<file path="config.mk">
export PLATFORM = sky130hd
export DESIGN_NAME = ldm_stm_sequencer
export DESIGN_NICKNAME = d
export VERILOG_FILES = /design/src/rtl/ldm_stm_sequencer.sv
export SDC_FILE = /design/constraint.sdc
export NUM_CORES = 1
export LEC_CHECK = 0
export ABC_AREA = 1
export BUFFER_PORTS_ARGS = -buffer_cell sky130_fd_sc_hd__buf_2
export CAP_MARGIN = 20
export CORE_MARGIN = 1.5
export CORE_UTILIZATION = 55
export CTS_CLUSTER_SIZE = 10
export DETAILED_ROUTE_END_ITERATION = 7
export PLACE_DENSITY = 0.77
export RECOVER_POWER = 50
export SYNTH_ARGS = -nofsm -noshare
export SYNTH_HDL_FRONTEND = slang
export SYNTH_SLANG_ARGS = --single-unit
</file>
<file path="constraint.sdc">
create_clock -name clk -period 3.47 [get_ports clk]
set_clock_uncertainty 0.2 [all_clocks]
set_input_delay 0.1735 -clock clk [delete_from_list [all_inputs] [get_ports clk]]
set_output_delay 0.1735 -clock clk [all_outputs]
set_load 0.02 [all_outputs]
</file>
<file path="src/rtl/ldm_stm_sequencer.sv">
// ldm_stm_sequencer: turns one LDM/STM register list into a stream of
// single-register micro-ops (ascending register -> ascending address),
// then an optional base writeback and a one-cycle completion pulse.
module ldm_stm_sequencer #(
  parameter int ADDR_W = 32
) (
  input  logic              clk,
  input  logic              reset,
  input  logic              start,
  input  logic [15:0]       reglist,
  input  logic [4:0]        nregs,
  input  logic [ADDR_W-1:0] base,
  input  logic              pre,
  input  logic              up,
  input  logic              load,
  input  logic              wback,
  input  logic              flush,
  input  logic              uop_ready,
  output logic              busy,
  output logic              uop_valid,
  output logic [3:0]        uop_reg,
  output logic [ADDR_W-1:0] uop_addr,
  output logic              uop_load,
  output logic              uop_last,
  output logic              wb_valid,
  output logic [ADDR_W-1:0] wb_value,
  output logic              done
);

  typedef enum logic [1:0] {IDLE, XFER, DONE} state_t;

  state_t            state, state_nxt;
  logic [15:0]       mask;
  logic [4:0]        cnt;
  logic [ADDR_W-1:0] addr, wbv;
  logic              load_q, wback_q;
  logic [3:0]        low_idx;
  logic [ADDR_W-1:0] four_n, start_addr, wb_calc;
  logic              accept, advance;

  assign accept  = (state == IDLE) && start && !flush;
  assign advance = (state == XFER) && uop_ready && !flush;

  // Block size in bytes and the lowest-address word of the block. The
  // transfer always walks upward; decrement modes just start lower.
  always_comb begin
    four_n = ADDR_W'({nregs, 2'b00});
    unique case ({pre, up})
      2'b01:   start_addr = base;
      2'b11:   start_addr = base + ADDR_W'(4);
      2'b00:   start_addr = base - four_n + ADDR_W'(4);
      default: start_addr = base - four_n;
    endcase
    wb_calc = up ? (base + four_n) : (base - four_n);
  end

  // Lowest set bit of the remaining mask picks the next register.
  always_comb begin
    low_idx = '0;
    for (int i = 15; i >= 0; i--)
      if (mask[i]) low_idx = 4'(i);
  end

  // State register.
  always_ff @(posedge clk or negedge reset) begin
    if (!reset) state <= IDLE;
    else        state <= state_nxt;
  end

  // Next state; flush overrides everything and drops back to IDLE.
  always_comb begin
    state_nxt = state;
    unique case (state)
      IDLE:    if (start) state_nxt = (nregs != 5'd0) ? XFER : DONE;
      XFER:    if (uop_ready && cnt == 5'd1) state_nxt = DONE;
      DONE:    state_nxt = IDLE;
      default: state_nxt = IDLE;
    endcase
    if (flush) state_nxt = IDLE;
  end

  // Transfer context: latched on accept, stepped on each accepted micro-op.
  always_ff @(posedge clk or negedge reset) begin
    if (!reset) begin
      mask    <= '0;
      cnt     <= '0;
      addr    <= '0;
      wbv     <= '0;
      load_q  <= 1'b0;
      wback_q <= 1'b0;
    end else if (accept) begin
      mask    <= reglist;
      cnt     <= nregs;
      addr    <= start_addr;
      wbv     <= wb_calc;
      load_q  <= load;
      // An empty list never writes back, even with W set.
      wback_q <= wback && (nregs != 5'd0);
    end else if (advance) begin
      mask <= mask & (mask - 16'd1);
      cnt  <= cnt - 5'd1;
      addr <= addr + ADDR_W'(4);
    end
  end

  // Outputs decode from registered state only (flush may suppress the
  // completion pulses in the cycle it arrives).
  always_comb begin
    busy      = (state != IDLE);
    uop_valid = (state == XFER);
    uop_reg   = low_idx;
    uop_addr  = addr;
    uop_load  = load_q;
    uop_last  = (state == XFER) && (cnt == 5'd1);
    done      = (state == DONE) && !flush;
    wb_valid  = (state == DONE) && wback_q && !flush;
    wb_value  = wbv;
  end

endmodule

</file>
==> run_results.csv <==
group,metric,value,unit
worst_setup_path,slowest_stage,"dlygate4sd3_1",
clocking,cts-root-buf,"clkbuf_16",
clocking,worstSkewPairLatency,0.34,ns
timing,slew_headroom,3.923,%
synthesis,syn_avg_cell_area,6.338,um^2
layout,fin_nets,1682,
clocking,cts_tree,"done",
synthesis,syn-cell-area,9335,um^2
worst_hold_path,hp-class,"in2reg",
floorplan,io_pins,136,
synthesis,yosysUniqueCellTypes,60,
layout,fill_cells,1602,
grt,grt_max_degree,58,
route,ant_nets,0,
synthesis,synth_cells,1473,
clocking,clk_pin_slew_worst_paths,0.06,ns
floorplan,start_util,56.29,%
power,p_leak,5.003,nW
timing,setup_violations,0,
route,wl_per_cell,17.18,um
route,drtIter0Drc,1358,
floorplan,fp-row-count,47,
synthesis,synth-edff-count,0,
power,power_density,570.5,nW/um^2
route,firstDrtPassIters,8,
run_status,status,"completed",
grt,track_usage,34.68,%
clocking,cts_buffers,9,
route,vias,10500,
route,wl,31370,um
floorplan,dieArea,17760,um^2
worst_setup_path,worstPathMaxFanout,6,
timing,fmax,0.3017,GHz
flow_run,drv_cap,0,
timing,rsz0062_at_grt,"true",
grt,grt.overflow.total,0,
power,peakVddDrop,0.3899,mV
grt,grt_pass1_wl,48800,um
floorplan,coreArea,16580,um^2
layout,areaGrowthSynthToFinish,14.17,%
layout,antenna_cells,0,
floorplan,die_h,133.3,um
power,power,6.080,mW
worst_setup_path,critPathLaunchType,"input port",
synthesis,synthFlopType,"dfrtp_1",
synthesis,yosys_warnings,0,
placement,port_buffers,135,
worst_setup_path,cp.required,3.55,ns
worst_setup_path,crit_top_cell,"nand2_1",
worst_setup_path,endpoint_kind,"register",
placement,gp_congestion,1.023,
route,drc,0,
worst_setup_path,max_stage_delay,0.53,ns
synthesis,ys_ff_latch,89,
grt,grt_pass1_vias,9224,
clocking,cts_buffer_depth,2,
grt,antenna_found_initial,0,
layout,post-route-util,64.27,%
timing,slew_viol_final,0,
synthesis,synth_nets,1554,
worst_setup_path,crit_chain,"dlygate4sd3_1 > buf_2 > ha_4 > fa_2 > o21ai_4 > ha_1 > a21boi_2 > nand3_2 > nor2_4 > nand3_4 > nor2_4 > nand3_4 > nor2_4 > nand2_1 > nand2_1 > nand3_1 > nand2_1 > nand2_1 > a21oi_2",
timing,period_share,95.53,%
placement,hpwl,23790,um
synthesis,ys_seq_area_share,23.86,%
clocking,htreeDepth,3,
synthesis,synthArstFlopShare,100.0,%
timing,hold_viol,0,
layout,drive_above_1_share,16.75,%
worst_setup_path,critPathKind,"in2reg",
floorplan,die-width,133.3,um
clocking,cts_sinks,89,
route,avgViaCountPerCell,5.752,
timing,tightestPinTransition,1.441,ns
worst_setup_path,cp_data_arrival_time,3.39,ns
timing,finalCriticalPeriod,3.315,ns
## cell families (layout without fill, tap and decap cells)
group                      Yosys count  in the layout  synth area share [%]
and+or+nand+nor                    856            856                 44.40
AOI/OAI and AO/OA                  255            255                 16.45
buffers and inverters              229            362                 10.24
DFF                                 89             89                 23.86
xor gates and xnor gates            25             25                 2.346
adders and majority gates           19             19                 2.707
## through the flow
stage                     instances  setup WS (ns)   TNS (ns)  hold slack, ns  area, um^2
final                          1826         0.1550          0         0.02216       10660
after floorplan                1473         0.5094          0         -0.3221        9335
after detailed placement       1782         0.2686          0         0.08144       10100
after CTS                      1825        0.07697          0        0.008439       10680
after global placement         1782         0.2754          0         0.07927       10100
after global routing           1826      -0.002523  -0.002523         0.03365       10660
## final timing paths
| kind | startpoint | endpoint | slack (ns) | cells after the start |
|---|---|---|---|---|
| setup / recovery | nregs[0] | uop_addr[26] | 0.15 | 19 |
| setup reg to reg | uop_addr[2] | uop_addr[30] | 0.66 | 13 |
| hold / removal | nregs[4] | cnt[4] | 0.02 | 3 |
| hold reg to reg | wb_value[0] | wb_value[0] | 0.27 | 2 |
| min in group asynchronous | reset | state[0] | 0.51 | 2 |
| max in group asynchronous | reset | uop_addr[2] | 1.09 | 3 |
## cell type report
cell class	instances	area, um^2	area share, %
multi-input cells	1155	6221	58.37
flip-flops and latches	89	2227	20.90
repair buffers	181	1003	9.415
inverters	165	625.6	5.870
well taps	220	275.3	2.583
clock buffers	11	242.7	2.278
clock inverters	5	62.56	0.5870
## layout by cell type, fill, tap and decap left out, types with 11 or more instances in the layout
cell type and n:
nand2_1 414, inv_1 138, nand3_1 129, nor2_1 122, dfrtp_1 89, o21ai_0 85, buf_2 69, a21oi_1 67
clkbuf_1 67, nand2_2 37, nor2_2 32, nor3_1 27, dlygate4sd3_1 27, nand4_1 22, xor2_1 21, nor2_4 18
buf_4 18, inv_2 17, o211ai_1 16, ha_1 14, nand3_2 13, a31oi_1 12, o21ai_1 11
## registers in the layout (all words and copies together) (netlist names)
register / cells
mask: 16
state: 2
wb_value: 32
wback_q: 1
uop_load: 1
cnt: 5
uop_addr: 32
## cells in the mapped netlist (16+ instances only)
| cell type | number | share of area (%) |
|---|---|---|
| o211ai_1 | 16 | 1.3 |
| nand2_2 | 34 | 2.3 |
| nor2_2 | 31 | 2.1 |
| a21oi_1 | 68 | 3.6 |
| nand2_1 | 417 | 17 |
| dfrtp_1 | 89 | 24 |
| inv_2 | 16 | 0.64 |
| inv_1 | 138 | 5.5 |
| xor2_1 | 21 | 2.0 |
| nor2_4 | 17 | 2.1 |
| ha_1 | 17 | 2.3 |
| nand4_1 | 22 | 1.5 |
| clkbuf_1 | 38 | 1.5 |
| nand3_1 | 131 | 7.0 |
| o21ai_0 | 85 | 4.6 |
| nor2_1 | 124 | 5.0 |
| nor3_1 | 27 | 1.4 |
## routing by layer
metal	global-route usage, %	up-vias	share of wire, %
met1	51.85	4791	45
met5	0	-	0
met4	7.790	0	1.7
li1	-	5074	-
met2	51.73	587	42
met3	6.659	52	11
## report_power, final
part | total, mW | switching, mW | internal [mW]
combinational | 3.07 | 2.10 | 0.970
clock | 1.01 | 0.427 | 0.584
sequential | 2.00 | 0.464 | 1.54
## repair_timing
| action | in CTS | in global routing |
|---|---|---|
| gates resized for setup | 0 | 15 |
| setup endpoints to repair | 0 | 18 |
| setup buffers | 0 | 1 |
| hold buffers | 27 | 0 |
| endpoints found under the hold margin | 82 | 0 |
## worst max-delay path, delay by kind of cell
kind / cells / cell delay (ns)
simple gates: 11 / 1.16
buf+inv: 2 / 0.72
fa+ha+maj: 3 / 0.82
compound gates: 3 / 0.49
No activity file was read; power rests on OpenSTA's default activity.
